==> src/rtl/mem_stage_ctrl.sv <==
`default_nettype none
// ============================================================================
// Module   : mem_stage_ctrl
// Brief    : M-stage request controller for a variable-latency data memory;
//            generates the upstream stall and misalign/timeout errors.
// Revision : 1.0
// ============================================================================
module mem_stage_ctrl #(
  parameter int TIMEOUT = 64,
  parameter int CNT_W   = 8
) (
  input  logic        clk,
  input  logic        rst,
  input  logic        memRead_IN,
  input  logic        memWrite_IN,
  input  logic        halt_IN,
  input  logic        err_IN,
  input  logic [15:0] addr_IN,
  input  logic [15:0] wdata_IN,
  input  logic        mem_done,
  input  logic [15:0] mem_rdata,
  output logic        mem_en,
  output logic        mem_wr,
  output logic [15:0] mem_addr,
  output logic [15:0] mem_wdata,
  output logic        stall,
  output logic [15:0] rdata_OUT,
  output logic        err_OUT,
  output logic        halt_OUT
);

  typedef enum logic [1:0] {
    IDLE   = 2'd0,
    BUSY   = 2'd1,
    HALTED = 2'd2,
    ERR    = 2'd3
  } state_t;

  localparam logic [CNT_W-1:0] C_TIMEOUT = CNT_W'(TIMEOUT);

  state_t           r_state;
  logic             r_holdWr;
  logic [15:0]      r_holdAddr;
  logic [15:0]      r_holdWdata;
  logic [CNT_W-1:0] r_cnt;

  logic w_req;
  logic w_misalign;
  logic w_timeout;

  assign w_req      = (memRead_IN | memWrite_IN) & ~err_IN;
  // X/M inputs are frozen while BUSY, so misalignment only matters in IDLE
  assign w_misalign = (r_state == IDLE) & w_req & addr_IN[0];
  assign w_timeout  = (r_state == BUSY) & ~mem_done & (r_cnt == C_TIMEOUT);

  always_comb begin
    mem_en    = 1'b0;
    mem_wr    = 1'b0;
    mem_addr  = 16'h0000;
    mem_wdata = 16'h0000;
    stall     = 1'b0;
    rdata_OUT = 16'h0000;
    halt_OUT  = 1'b0;
    err_OUT   = err_IN | w_misalign | w_timeout | (r_state == ERR);

    case (r_state)
      IDLE: begin
        if (w_req && !w_misalign) begin
          mem_en    = 1'b1;
          mem_wr    = memWrite_IN;
          mem_addr  = addr_IN;
          mem_wdata = wdata_IN;
          if (mem_done) begin
            rdata_OUT = memWrite_IN ? 16'h0000 : mem_rdata;
          end else begin
            stall = 1'b1;
          end
        end else if (halt_IN && !w_req) begin
          halt_OUT = 1'b1;
        end
      end
      BUSY: begin
        if (!w_timeout) begin
          mem_en    = 1'b1;
          mem_wr    = r_holdWr;
          mem_addr  = r_holdAddr;
          mem_wdata = r_holdWdata;
          if (mem_done) begin
            rdata_OUT = r_holdWr ? 16'h0000 : mem_rdata;
          end else begin
            stall = 1'b1;
          end
        end
      end
      HALTED: halt_OUT = 1'b1;
      default: ;
    endcase

    // Drop everything the moment reset asserts, independent of the clock
    if (!rst) begin
      mem_en    = 1'b0;
      mem_wr    = 1'b0;
      mem_addr  = 16'h0000;
      mem_wdata = 16'h0000;
      stall     = 1'b0;
      rdata_OUT = 16'h0000;
      halt_OUT  = 1'b0;
      err_OUT   = 1'b0;
    end
  end

  always_ff @(posedge clk or negedge rst) begin
    if (!rst) begin
      r_state     <= IDLE;
      r_holdWr    <= 1'b0;
      r_holdAddr  <= 16'h0000;
      r_holdWdata <= 16'h0000;
      r_cnt       <= '0;
    end else begin
      case (r_state)
        IDLE: begin
          if (w_misalign) begin
            r_state <= ERR;
          end else if (w_req && !mem_done) begin
            r_state     <= BUSY;
            r_holdWr    <= memWrite_IN;
            r_holdAddr  <= addr_IN;
            r_holdWdata <= wdata_IN;
            r_cnt       <= CNT_W'(1);
          end else if (halt_IN && !w_req) begin
            r_state <= HALTED;
          end
        end
        BUSY: begin
          if (mem_done) begin
            r_state <= IDLE;
            r_cnt   <= '0;
          end else if (w_timeout) begin
            r_state <= ERR;
            r_cnt   <= '0;
          end else begin
            r_cnt <= r_cnt + CNT_W'(1);
          end
        end
        HALTED: r_state <= HALTED;
        default: r_state <= ERR;
      endcase
    end
  end

endmodule
`default_nettype wire
==> config.mk <==
export PLATFORM = sky130hd
export DESIGN_NAME = mem_stage_ctrl
export DESIGN_NICKNAME = d
export VERILOG_FILES = /design/src/rtl/mem_stage_ctrl.sv
export SDC_FILE = /design/constraint.sdc
export NUM_CORES = 1
export LEC_CHECK = 0
export CELL_PAD_IN_SITES_DETAIL_PLACEMENT = 0
export CELL_PAD_IN_SITES_GLOBAL_PLACEMENT = 2
export CORE_MARGIN = 2
export CORE_UTILIZATION = 27
export DETAILED_ROUTE_END_ITERATION = 8
export PLACE_DENSITY_LB_ADDON = 0.1
export SKIP_CTS_REPAIR_TIMING = 1
export SLEW_MARGIN = 10
export SYNTH_ARGS = -nofsm -noshare
export SYNTH_HDL_FRONTEND = slang
export SYNTH_SLANG_ARGS = --single-unit
==> constraint.sdc <==
create_clock -name clk -period 5.7 [get_ports clk]
set_clock_uncertainty 0.05 [all_clocks]
set_input_delay 1.71 -clock clk [delete_from_list [all_inputs] [get_ports clk]]
set_output_delay 1.71 -clock clk [all_outputs]
set_load 0.005 [all_outputs]
==> reports/metrics.cfg <==
[outcome]
outcome = complete, no violations

[die]
design.core.area_um2 = 8720
dieArea_um2 = 9730
start_util_pct = 27.7
dieHeight_um = 98.6
io-pin-count = 108
chipWidth_um = 98.6
num_rows = 34

[clocking]
cts_tree = built
clkTransAtPathRegs_ns = 0.08
clock_sinks = 43
clockBufferDepth = 2
htree_levels = 2
clock_latency_ns = 0.29
root_buffer = clkbuf_8
numCtsBuffers = 5

[critical_path]
crit_chain = clkdlybuf4s50_1 > or3_4 > or2_2 > nor2_4 > buf_12 > a22o_1 > clkdlybuf4s50_1
cp_num_buf_inv = 3
end_kind = output pin
worst-r2r-setup-slack_ns = 3.50
crit_fanout = 32
crit_arrival_ns = 3.86
cp_common_cell = clkdlybuf4s50_1
critical_path_class = in -> out
slowest_stage = clkdlybuf4s50_1
startpoint_type = primary input
critPathTopFamily = buffers and inverters
cpPeakStageDelay_ns = 0.50
crit_required_ns = 3.94

[detailed_routing]
drt-pass1-iter-count = 4
drt_iter0_markers = 57
drt-total-wl_um = 6730
drc = 0
viasPerCell = 4.74
routedWlPerCell_um = 15.8
via_count = 2016
ant_nets = 0

[timing]
max_freq_mhz = 178
final_hold_viol_count = 0
max_slew_margin_pct = 66.8
worstMarginPinSlew_ns = 0.498
rsz0062_at_grt = true
fin_crit_ns = 5.62
whs_ns = 0.457
timing.final.crit_share_pct = 98.6
report.final.slew_viol_count = 0
fin_tns_setup_ns = 0
finalSetupViolCount = 0

[placed_design]
dp_hpwl_um = 4690
place_congestion = 0.702
io_buffer_count = 107

[power]
p_leak_nw = 1.58
ir_drop_uv = 104
powerDensity_nw_per_um2 = 165

[global_route]
grt_pass1_wl_um = 10800
grt_max_degree = 40
grt.overflow.total = 0
grt_pass1_vias = 2000
antenna_found_initial = 0
grtUsageTotal_pct = 13.7

[layout]
diodes = 0
drive_gt1_share_pct = 19.9
fin_nets = 373
area_growth_pct = 53.5
final_core_util_pct = 42.6

[yosys]
syn_nets = 263
synth_cells = 206
yosysSeqAreaShare_pct = 44.5
async_flop_share_pct = 100
ys_types = 43
syn_area_um2 = 2420
synth_edf_count = 0
synth_warnings = 0
ys_ff_latch = 43
ys.flop_type = dfrtp_1
synth_area_per_cell_um2 = 11.7

[hold_path]
min_path_type = reg -> reg

[run]
max_cap_violations = 0

-- power by group --
part           total, mW  internal [mW]  switching (mW)
clock network      0.192         0.0858           0.106
logic             0.0812         0.0536          0.0276
registers          0.339          0.325          0.0133
-- layer usage --
| metal | share of wire, % | global-route usage, % | up-vias |
|---|---|---|---|
| li1 | - | - | 991 |
| met1 | 51 | 20.1 | 973 |
| met2 | 44 | 21.3 | 48 |
| met3 | 3.5 | 2.55 | 4 |
| met4 | 0.65 | 2.53 | 0 |
| met5 | 0 | 0 | - |
-- path summary, 6_finish.rpt --
kind	start	end	cells after the start
max	addr_IN[0]	mem_addr[11]	7
min	r_holdAddr[0]	r_holdAddr[0]	1
max reg2reg	r_state[1]	r_cnt[5]	5
min reg2reg	r_holdAddr[0]	r_holdAddr[0]	1
max in group asynchronous	rst	r_holdAddr[6]	2
min in group asynchronous	rst	r_state[0]	1
-- synthesized netlist by cell type (all sizes together), types with 2 or more instances --
library cell | count | area share [%]
dfrtp | 43 | 44
a22o | 35 | 13
mux2 | 32 | 15
and2 | 16 | 4.1
nor2 | 13 | 2.6
buf | 11 | 4.1
and3 | 4 | 1.0
nand2 | 4 | 0.62
nand3 | 4 | 0.83
o21ai | 4 | 0.83
a21oi | 3 | 0.62
a221o | 3 | 1.3
nor2b | 3 | 0.78
clkbuf | 2 | 0.36
ha | 2 | 1.0
inv | 2 | 0.31
nand2b | 2 | 0.52
nor3 | 2 | 0.88
nor4b | 2 | 0.72
o21bai | 2 | 0.78
xnor2 | 2 | 0.72
-- cells in the final DEF (no fill, tap or decap), drive strengths merged --
cell type	n
xnor2	2
nor4b	2
and2b	1
nand2	4
a21o	1
clkinvlp	1
dfrtp	43
a221o	3
a22oi	1
o21bai	2
dlymetal6s2s	1
nor3b	1
clkinv	1
a21bo	1
and3	4
clkdlybuf4s50	105
a21oi	3
and4b	2
clkbuf	6
nor3	2
mux2	32
o21a	1
nand3	4
or3	1
o211a	1
and2	16
nor2b	3
nand2b	2
o21ai	4
a311oi	1
inv	2
o32ai	1
or2	1
nor2	13
buf	9
a22o	35
ha	2
and4	1
nand4	1
o31a	1
-- worst register-to-register path, cell delays in order (launching register included) --
cell and delay [ns]:
dfrtp_1 0.51, or3_4 0.45, nor3_4 0.14, buf_4 0.45, nor2_4 0.13, a221o_1 0.37
-- flip-flops by register name (all words and copies together), names as in the netlist --
| name | count |
|---|---|
| r_holdAddr | 16 |
| r_holdWdata | 16 |
| r_cnt | 8 |
| r_state | 2 |
| r_holdWr | 1 |
-- stage by stage --
stage	cells	power (mW)	worst slack [ns]	area (um2)
finish	425	0.612	0.0793	3710
global route	425	0.649	-0.00442	3710
CTS	424	0.623	0.0814	3680
detailed placement	416	0.426	0.0846	3600
global placement	416	0.425	0.0772	3600
floorplan	206	0.368	1.11	2420
-- logic make-up (layout without fill, tap and decap cells) --
group | Yosys count | after routing | share of synthesized area, %
XOR/XNOR | 2 | 2 | 0.724
AND/OR/NAND/NOR | 57 | 58 | 14.6
buffers and inverters | 15 | 125 | 4.76
flip-flops | 43 | 43 | 44.5
adder cells (fa/ha/maj) | 2 | 2 | 1.03
AO/OA/AOI/OAI | 55 | 55 | 19.5
multiplexers | 32 | 32 | 14.9
-- layout make-up --
class	count	area, um2
clock buffer	6	72.6
clock inverter	2	12.5
fill	831	5010
inverter	2	7.51
multi-input combinational	149	1260
sequential	43	1080
tap	108	135
timing repair buffer	115	1150
No activity file was read; power rests on OpenSTA's default activity.
